--- config.mk ---
export PLATFORM = sky130hd
export DESIGN_NAME = quad_step_decoder_flat
export DESIGN_NICKNAME = d
export VERILOG_FILES = /design/src/rtl/quad_step_decoder_pkg.sv /design/src/rtl/quad_step_decoder_if.sv /design/src/rtl/quad_step_decoder_glitch_filter.sv /design/src/rtl/quad_step_decoder.sv /design/src/flat_wrapper.sv
export SDC_FILE = /design/constraint.sdc
export NUM_CORES = 1
export LEC_CHECK = 0
export BUFFER_PORTS_ARGS = -buffer_cell sky130_fd_sc_hd__buf_2
export CAP_MARGIN = 25
export CORE_MARGIN = 3
export CORE_UTILIZATION = 58
export CTS_BUF_LIST = sky130_fd_sc_hd__clkbuf_8
export DETAILED_ROUTE_END_ITERATION = 12
export PLACE_DENSITY = 0.79
export REMOVE_ABC_BUFFERS = 1
export SYNTH_ARGS = -nofsm -noshare
export SYNTH_HDL_FRONTEND = slang
export SYNTH_SLANG_ARGS = --single-unit
--- constraint.sdc ---
create_clock -name clk -period 2 [get_ports clk]
set_clock_uncertainty 0.2 [all_clocks]
set_input_delay 0.3 -clock clk [delete_from_list [all_inputs] [get_ports clk]]
set_output_delay 0.3 -clock clk [all_outputs]
set_load 0.005 [all_outputs]
--- src/rtl/quad_step_decoder_pkg.sv ---
// -----------------------------------------------------------------------------
// quad_pkg
//   Shared types and the transition classifier for the quadrature step decoder.
//   Imported by quad_glitch_filter and quad_step_decoder.
//
//   quad_state_t   : decoder FSM state (INIT waits for a first stable value,
//                    TRACK classifies every accepted change)
//   quad_ab_t      : packed {A, B} phase pair
//   quad_class_t   : result of classifying one prev -> cur transition
//   quad_classify  : maps a prev -> cur pair onto NONE / UP / DOWN / ILLEGAL
// -----------------------------------------------------------------------------
package quad_pkg;

  typedef enum logic [0:0] {QS_INIT, QS_TRACK} quad_state_t;

  typedef logic [1:0] quad_ab_t;

  typedef enum logic [1:0] {QC_NONE, QC_UP, QC_DOWN, QC_ILLEGAL} quad_class_t;

  // Up direction walks the Gray cycle 00 -> 01 -> 11 -> 10 -> 00.
  // Any single-bit change not in that list is the reverse direction; a
  // two-bit change cannot come from a real encoder and is flagged illegal.
  function automatic quad_class_t quad_classify(input quad_ab_t prev,
                                                input quad_ab_t cur);
    quad_class_t cls;
    cls = QC_NONE;
    if ((prev ^ cur) == 2'b11) begin
      cls = QC_ILLEGAL;
    end else if (prev != cur) begin
      case ({prev, cur})
        4'b00_01, 4'b01_11, 4'b11_10, 4'b10_00: cls = QC_UP;
        default:                                cls = QC_DOWN;
      endcase
    end
    return cls;
  endfunction

endpackage

--- src/rtl/quad_step_decoder_if.sv ---
// -----------------------------------------------------------------------------
// quad_step_decoder_if
//   Signal bundle between the encoder-side driver and the step decoder.
//   Optional feature macro: QUAD_POSITION_EN adds the signed position bus and
//   its POS_WIDTH parameter.
//
//   quad_a, quad_b : encoder phases (asynchronous to clk)
//   err_clear      : clears the sticky error flag
//   step_en        : one-cycle step pulse
//   step_up        : step direction, 1 = up (valid with step_en)
//   err            : sticky illegal-transition flag
//   position       : signed running count (QUAD_POSITION_EN only)
//
//   master : drives the phases and err_clear, observes the decoder outputs
//   slave  : the decoder side
// -----------------------------------------------------------------------------
interface quad_step_decoder_if
`ifdef QUAD_POSITION_EN
  #(parameter int POS_WIDTH = 32)
`endif
  ;
  logic quad_a;
  logic quad_b;
  logic err_clear;
  logic step_en;
  logic step_up;
  logic err;

`ifdef QUAD_POSITION_EN
  logic signed [POS_WIDTH-1:0] position;

  modport master (output quad_a, quad_b, err_clear,
                  input  step_en, step_up, err, position);
  modport slave  (input  quad_a, quad_b, err_clear,
                  output step_en, step_up, err, position);
`else
  modport master (output quad_a, quad_b, err_clear,
                  input  step_en, step_up, err);
  modport slave  (input  quad_a, quad_b, err_clear,
                  output step_en, step_up, err);
`endif

endinterface

--- src/rtl/quad_step_decoder_glitch_filter.sv ---
// -----------------------------------------------------------------------------
// quad_glitch_filter
//   Two-flop synchroniser on each phase followed by a stability filter.
//   A new {A,B} value is accepted onto ab_f_o only after the synchronised
//   input has matched the candidate for FILTER_LEN further clocks; valid_o
//   pulses once per accepted value.
//
//   clk      : rising-edge clock
//   reset    : synchronous active-high reset (clears sync, candidate, counter)
//   ab_i     : raw {A, B} from the pins
//   ab_f_o   : last accepted (filtered) {A, B}
//   valid_o  : one-cycle pulse when ab_f_o is (re)loaded
// -----------------------------------------------------------------------------
module quad_glitch_filter
  import quad_pkg::*;
#(
  parameter int FILTER_LEN = 4
) (
  input  logic     clk,
  input  logic     reset,
  input  quad_ab_t ab_i,
  output quad_ab_t ab_f_o,
  output logic     valid_o
);

  // Counter reaches FILTER_LEN-1 to accept, then parks at FILTER_LEN so the
  // same candidate never produces a second valid pulse.
  localparam int CNT_W = $clog2(FILTER_LEN + 1);
  localparam logic [CNT_W-1:0] CNT_LAST = CNT_W'(FILTER_LEN - 1);
  localparam logic [CNT_W-1:0] CNT_DONE = CNT_W'(FILTER_LEN);

  quad_ab_t         sync1_q, sync2_q;
  quad_ab_t         cand_q, cand_d;
  quad_ab_t         ab_f_q, ab_f_d;
  logic [CNT_W-1:0] cnt_q, cnt_d;
  logic             valid_q, valid_d;

  always_comb begin
    cand_d  = cand_q;
    cnt_d   = cnt_q;
    ab_f_d  = ab_f_q;
    valid_d = 1'b0;
    if (sync2_q != cand_q) begin
      cand_d = sync2_q;
      cnt_d  = '0;
    end else if (cnt_q == CNT_LAST) begin
      ab_f_d  = cand_q;
      valid_d = 1'b1;
      cnt_d   = CNT_DONE;
    end else if (cnt_q != CNT_DONE) begin
      cnt_d = cnt_q + 1'b1;
    end
  end

  // stage: synchroniser, then candidate/counter, then filtered output
  always_ff @(posedge clk) begin
    if (reset) begin
      sync1_q <= '0;
      sync2_q <= '0;
      cand_q  <= '0;
      cnt_q   <= '0;
      ab_f_q  <= '0;
      valid_q <= 1'b0;
    end else begin
      sync1_q <= ab_i;
      sync2_q <= sync1_q;
      cand_q  <= cand_d;
      cnt_q   <= cnt_d;
      ab_f_q  <= ab_f_d;
      valid_q <= valid_d;
    end
  end

  assign ab_f_o  = ab_f_q;
  assign valid_o = valid_q;

endmodule

--- src/rtl/quad_step_decoder.sv ---
// -----------------------------------------------------------------------------
// quad_step_decoder
//   Turns a Gray-coded A/B quadrature pair into registered one-cycle step
//   commands (step_en + step_up) for an up/down position counter, and raises
//   a sticky err on any two-bit (illegal) transition.
//   Optional feature macro: QUAD_POSITION_EN adds a signed POS_WIDTH running
//   position that follows the step outputs one clock later.
//
//   clk   : rising-edge clock, single domain
//   reset : synchronous active-high reset
//   bus   : quad_step_decoder_if.slave
//           in : quad_a, quad_b, err_clear
//           out: step_en, step_up, err, position (QUAD_POSITION_EN only)
//
//   Latency from the first synchroniser capture of a stable change to step_en
//   is 2 + FILTER_LEN + 1 clocks.
// -----------------------------------------------------------------------------
module quad_step_decoder
  import quad_pkg::*;
#(
  parameter int FILTER_LEN = 4
`ifdef QUAD_POSITION_EN
  ,
  parameter int POS_WIDTH  = 32
`endif
) (
  input logic                 clk,
  input logic                 reset,
  quad_step_decoder_if.slave  bus
);

  quad_ab_t    ab_f;
  logic        f_valid;
  quad_class_t cls;

  quad_glitch_filter #(
    .FILTER_LEN (FILTER_LEN)
  ) u_filter (
    .clk     (clk),
    .reset   (reset),
    .ab_i    ({bus.quad_a, bus.quad_b}),
    .ab_f_o  (ab_f),
    .valid_o (f_valid)
  );

  quad_state_t state_q, state_d;
  quad_ab_t    prev_q, prev_d;
  logic        step_en_q, step_en_d;
  logic        step_up_q, step_up_d;
  logic        err_q, err_d;

  assign cls = quad_classify(prev_q, ab_f);

  // The filter re-pulses valid after a rejected glitch with ab_f unchanged;
  // the classifier returns NONE in that case so no step is issued.
  always_comb begin
    state_d   = state_q;
    prev_d    = prev_q;
    step_en_d = 1'b0;
    step_up_d = step_up_q;
    err_d     = err_q;
    // Clear first so a coincident illegal transition still sets err.
    if (bus.err_clear) begin
      err_d = 1'b0;
    end
    case (state_q)
      QS_INIT: begin
        if (f_valid) begin
          prev_d  = ab_f;
          state_d = QS_TRACK;
        end
      end
      QS_TRACK: begin
        if (f_valid) begin
          prev_d = ab_f;
          case (cls)
            QC_UP: begin
              step_en_d = 1'b1;
              step_up_d = 1'b1;
            end
            QC_DOWN: begin
              step_en_d = 1'b1;
              step_up_d = 1'b0;
            end
            QC_ILLEGAL: begin
              err_d = 1'b1;
            end
            default: begin
            end
          endcase
        end
      end
      default: begin
        state_d = QS_INIT;
      end
    endcase
  end

  // stage: registered decoder state and outputs
  always_ff @(posedge clk) begin
    if (reset) begin
      state_q   <= QS_INIT;
      prev_q    <= '0;
      step_en_q <= 1'b0;
      step_up_q <= 1'b0;
      err_q     <= 1'b0;
    end else begin
      state_q   <= state_d;
      prev_q    <= prev_d;
      step_en_q <= step_en_d;
      step_up_q <= step_up_d;
      err_q     <= err_d;
    end
  end

  assign bus.step_en = step_en_q;
  assign bus.step_up = step_up_q;
  assign bus.err     = err_q;

`ifdef QUAD_POSITION_EN
  localparam logic signed [POS_WIDTH-1:0] POS_ONE = 1;

  logic signed [POS_WIDTH-1:0] pos_q, pos_d;

  // Follows the registered step, so position moves one clock after step_en.
  always_comb begin
    pos_d = pos_q;
    if (step_en_q) begin
      pos_d = step_up_q ? (pos_q + POS_ONE) : (pos_q - POS_ONE);
    end
  end

  // stage: position accumulator
  always_ff @(posedge clk) begin
    if (reset) begin
      pos_q <= '0;
    end else begin
      pos_q <= pos_d;
    end
  end

  assign bus.position = pos_q;
`endif

endmodule

--- src/flat_wrapper.sv ---
// flat-port wrapper written by rule: the top's interface ports become plain ports
module quad_step_decoder_flat import quad_pkg::*;
#(
  parameter int FILTER_LEN = 4

)
  (clk, reset, bus_quad_a, bus_quad_b, bus_err_clear, bus_step_en, bus_step_up, bus_err);
  quad_step_decoder_if bus_i ();
  input logic clk;
  input logic reset;
  input wire logic [$bits(bus_i.quad_a)-1:0] bus_quad_a;
  input wire logic [$bits(bus_i.quad_b)-1:0] bus_quad_b;
  input wire logic [$bits(bus_i.err_clear)-1:0] bus_err_clear;
  output wire logic [$bits(bus_i.step_en)-1:0] bus_step_en;
  output wire logic [$bits(bus_i.step_up)-1:0] bus_step_up;
  output wire logic [$bits(bus_i.err)-1:0] bus_err;
  assign bus_i.quad_a = bus_quad_a;
  assign bus_i.quad_b = bus_quad_b;
  assign bus_i.err_clear = bus_err_clear;
  assign bus_step_en = bus_i.step_en;
  assign bus_step_up = bus_i.step_up;
  assign bus_err = bus_i.err;
  quad_step_decoder #(.FILTER_LEN(FILTER_LEN)) u_core (.clk(clk), .reset(reset), .bus(bus_i));
endmodule
# Word level (Yosys, flattened, before mapping)
# Cells that the tools add are included.
# word_totals
reg_bits	18
inputBits	5
out_inout_bits	3
elab_cells	53
# classes
n_addsub	1
n_eq_ne	12
mux	15
n_bitwise	4
reduce_logical	9
# op_table
cell	count
4-bit equality test, second input constant	2
1-bit 2-to-1 mux	8
2-bit 2-to-1 mux	4
2-bit equality test, second input constant	3
3-bit 2-to-1 mux	2
3-bit OR reduction	2
4-bit by 1-bit equality test with 1-bit output, second input constant	1
4-bit by 3-bit equality test with 1-bit output, second input constant	1
2-bit != test	2
2-bit nonzero test	2
2-bit OR reduction	2
4-bit OR reduction	1
3-bit by 1-bit adder with 3-bit output, second input constant	1
3-bit by 2-bit equality test with 1-bit output, second input constant	1
3-bit != test, second input constant	1
1-bit NOT	3
3-bit AND reduction	1
2-bit by 1-bit equality test with 1-bit output, second input constant	1
1-bit one-hot mux with 2 select lines	1
2-bit AND reduction	1
2-bit bitwise XOR	1

# Logic depth before layout (Yosys ltp)
# depth
ltp_word	9
depth_mapped	5
depth_no_buf	5

# Modules after synthesis
# A second synthesis with hierarchy kept.
# unflattened
cells_unflattened	74
area_unflattened_um2	757.0
# modules_own_cells
module	n_inst	cells_each	area_each_um2	seq_area_each_um2
quad_glitch_filter	1	44	465.4	240.2
quad_step_decoder	1	30	291.5	120.1

# Worst setup path after synthesis
# Ideal clock, no wire load.
# synth_timing
path_kind	register to register
start	register u_core.u_filter.ab_f_q[0] (netlist: u_core.u_filter.ab_f_o[0])
end	register u_core.step_up_q (netlist: u_core.bus.step_up)
setup_time_ns	0.131
arrival_time_ns	1.278
t_required_ns	1.669
setup_slack_ns	0.391
path_stages_with_launch	6
path_buffers	0
synth_period_minus_slack_ns	1.609
path_cell_list	dfxtp_1 -> xor2_1 -> inv_1 -> ha_1 -> a2111oi_0 -> nor3_1
# synth_via
elab_chain_len	8
word_cells_on_any_way	16
classes_between	eq/ne (8); mux (4); bitwise (1); reduce/logical (3)
# synth_rtl
item	line	source
start, declared	quad_step_decoder_glitch_filter.sv:34	quad_ab_t ab_f_q, ab_f_d;
start signal, assigned	quad_step_decoder_glitch_filter.sv:62	ab_f_q <= '0;
start signal, assigned	quad_step_decoder_glitch_filter.sv:69	ab_f_q <= ab_f_d;
4-bit by 1-bit equality test with 1-bit output, or another cell as far along	quad_step_decoder_pkg.sv:30	case ({prev, cur})
4-bit OR reduction	quad_step_decoder_pkg.sv:30	
2-bit 2-to-1 mux	quad_step_decoder_pkg.sv:30	
2-bit 2-to-1 mux	quad_step_decoder_pkg.sv:29	end else if (prev != cur) begin
2-bit 2-to-1 mux (*)	quad_step_decoder_pkg.sv:27	if ((prev ^ cur) == 2'b11) begin
2-bit by 1-bit equality test with 1-bit output or 2-bit equality test (tied branches)	quad_step_decoder.sv:76	case (cls)
2-bit nonzero test (no line)	n/a	
3-bit AND reduction (no line)	n/a	
end signal, assigned	quad_step_decoder.sv:111	step_up_q <= step_up_d;
end, declared	quad_step_decoder.sv:49	logic step_up_q, step_up_d;
# Every way passes the cells marked *; elsewhere a longest branch is shown, timed or not.
# A chain may end at the register's enable or synchronous reset.

# Worst setup path after layout
# Same ends and word-level chain as after synthesis.

==> out/metrics.cfg <==
[status]
status = completed

[timing]
slew_viol_final = 0
fmax_ghz = 0.572
slew_headroom_pct = 73.9
finalHoldViolCount = 0
tns_ps = 0
worst_pin_slew_ps = 382
setup_viol = 0
rsz0062_at_grt = no
min_period_ps = 1750
min_period_over_period_pct = 87.4

[die]
die_width_um = 42.0
rows = 12
floorplan.initialDensity_pct = 65.2
coreArea_mm2 = 0.00116
die_h_um = 42.0
die_area_mm2 = 0.00177
ios = 8

[clocking]
clkTransAtPathRegs_ps = 60
h-tree-depth = 1
worstSkewPairLatency_ps = 250
post-cts-setup-buffers = 0
cts.sinks = 18
cts.hold.buffers_added = 0
cts_tree = built
cts_buffer_depth = 2
cts-resized-gates = 0
cts_root_buffer = clkbuf_8
numCtsBuffers = 3

[power]
power_mw = 0.667
power_frac_seq_pct = 57.3
p_sw_share_pct = 20.6
clockPowerShare_pct = 35.3
power_density_mw_per_mm2 = 795
net-switching-power_mw = 0.138
pwr-share-comb_pct = 7.4
peakVddDrop_uv = 486
internal_power_mw = 0.530
p_leak_nw = 0.366

[synth]
synth_ff_type = dfxtp_1
yosysMostFrequentCell = dfxtp_1
ys_top_cells_by_area = dfxtp_1 (48%), ha_1 (10%), xor2_1 (5.8%)
ys_ff_latch = 18
synth_edf_count = 0
synth_top_cell_area_share_pct = 47.8
synth.largest_area_cell = dfxtp_1
synth_area_um2 = 753
synth_cell_type_count = 21
synth_area_per_cell_um2 = 10.0
ys_top_cells_by_count = dfxtp_1 (18), inv_1 (7), ha_1 (6), nor2_1 (6), nor2b_1 (6)
netlist_instances = 75
ys_warn_count = 0
async_flop_share_pct = 0
ys_seq_area_share_pct = 47.8

[finish]
final_cell_area_um2 = 840
drive_above_1_share_pct = 14.5
final_util_pct = 72.6
multi_input_area_um2 = 359
num_antenna_cells = 0
final_nets = 96
n_fill_cell = 92
syn2layout_area_growth_pct = 11.5
register_area_um2 = 360

[place]
place_area_um2 = 798
numPortBuffers = 7
hpwl_um = 827
gp_congestion = 0.770

[route]
route.detailed.drc = 0
routed_via_density = 5.42
wl_per_cell_um = 10.9
drtPass1Iterations = 5
wl_met2_um = 474
met1_length_um = 499
via_count = 526
highest_layer = met4
wirelength_mm = 1.06
met3_length_um = 60
ant_nets = 0
dr.first_iter.drc_count = 10

[critical_path]
path_class = reg2reg
cp_data_arrival_time_ps = 1670
startpoint_type = flip-flop
required_ps = 1920
worstSetupEndpointType = flip-flop
cp_max_fo = 5

[global_routing]
antenna_found_initial = 0
grt-ovfl-total = 0
grt_max_degree = 15
grt_pass1_wl_mm = 1.95
grt_pass1_vias = 495
grt_use_total_pct = 14.6

[flow_run]
cap_violations = 0

[min_path]
hold_path_class = in2reg

[routing by layer]
layer / vias to the layer above / track usage [%]
met2: 11 / 24.4
met4: 0 / 7.45
li1: 272 / -
met3: 4 / 5.15
met1: 239 / 16.3
met5: - / 0
[cells by family (layout without fill, tap and decap cells)]
logic type	after synthesis	in the layout	synth area share, %
xor+xnor	7	7	8.14
mux	3	3	3.99
fa+ha+maj	6	6	9.97
flops	18	18	47.8
simple gates	24	24	17.8
compound gates	8	8	7.81
buf+inv	9	17	4.49
[area by class of cell]
type	count	area share [%]
well taps	14	2.09
clock buffers	3	4.92
flip-flops and latches	18	42.9
multi-input cells	48	42.8
inverters	7	3.13
repair buffers	7	4.17
[metrics by stage]
stage          std cells  hold slack [ps]  setup WS [ps]
2_1_floorplan         73              169            391
3_3_place_gp          94              217            294
3_5_place_dp          94              236            238
4_1_cts               97             66.0            235
5_1_grt               97             90.5           85.2
6_report              97             66.9            251
[cell usage in the layout, fill, tap and decap left out]
| master | instances |
|---|---|
| o211ai_1 | 2 |
| or3_4 | 1 |
| nor3_1 | 2 |
| dfxtp_1 | 18 |
| xnor2_1 | 2 |
| nand2_1 | 1 |
| a31oi_1 | 2 |
| a2111oi_0 | 1 |
| mux2i_1 | 3 |
| xor2_1 | 5 |
| o311ai_0 | 2 |
| nor2_1 | 6 |
| nor2b_1 | 6 |
| ha_1 | 6 |
| buf_2 | 7 |
| nand4_1 | 2 |
| nor3_2 | 1 |
| nand3_1 | 4 |
| nand2b_1 | 1 |
| inv_1 | 7 |
| a21oi_1 | 1 |
| clkbuf_8 | 3 |
[path summary, 6_finish.rpt]
| check | cells after the start | startpoint | to | slack [ps] |
|---|---|---|---|---|
| max | 5 | u_core.u_filter.ab_f_o[0] | u_core.bus.step_up | 250 |
| min | 2 | bus_quad_b | u_core.u_filter.sync1_q[0] | 70 |
| max reg2reg | 5 | u_core.u_filter.ab_f_o[0] | u_core.bus.step_up | 250 |
| min reg2reg | 1 | u_core.u_filter.sync1_q[1] | u_core.u_filter.sync2_q[1] | 240 |
[power by group through the flow]
stage          Combinational (mW)  Clock, mW  Sequential, mW
2_1_floorplan              0.0372          0           0.388
3_3_place_gp               0.0484          0           0.390
3_5_place_dp               0.0497          0           0.390
4_1_cts                    0.0498      0.246           0.382
5_1_grt                    0.0565      0.261           0.384
6_report                   0.0493      0.235           0.382
[worst max-delay path, stage by stage, from the launching register on]
cell	delay, ps
dfxtp_1	410
xor2_1	260
inv_1	80
ha_1	190
a2111oi_0	400
nor3_1	90
[registers in the layout, indices dropped and copies added (netlist names), 2 cells and up]
register and cells:
u_core.u_filter.cnt_q 3, u_core.prev_q 2, u_core.u_filter.sync1_q 2, u_core.u_filter.sync2_q 2
u_core.u_filter.ab_f_o 2, u_core.u_filter.cand_q 2
Note: power is estimated with default switching activity, not from simulation.
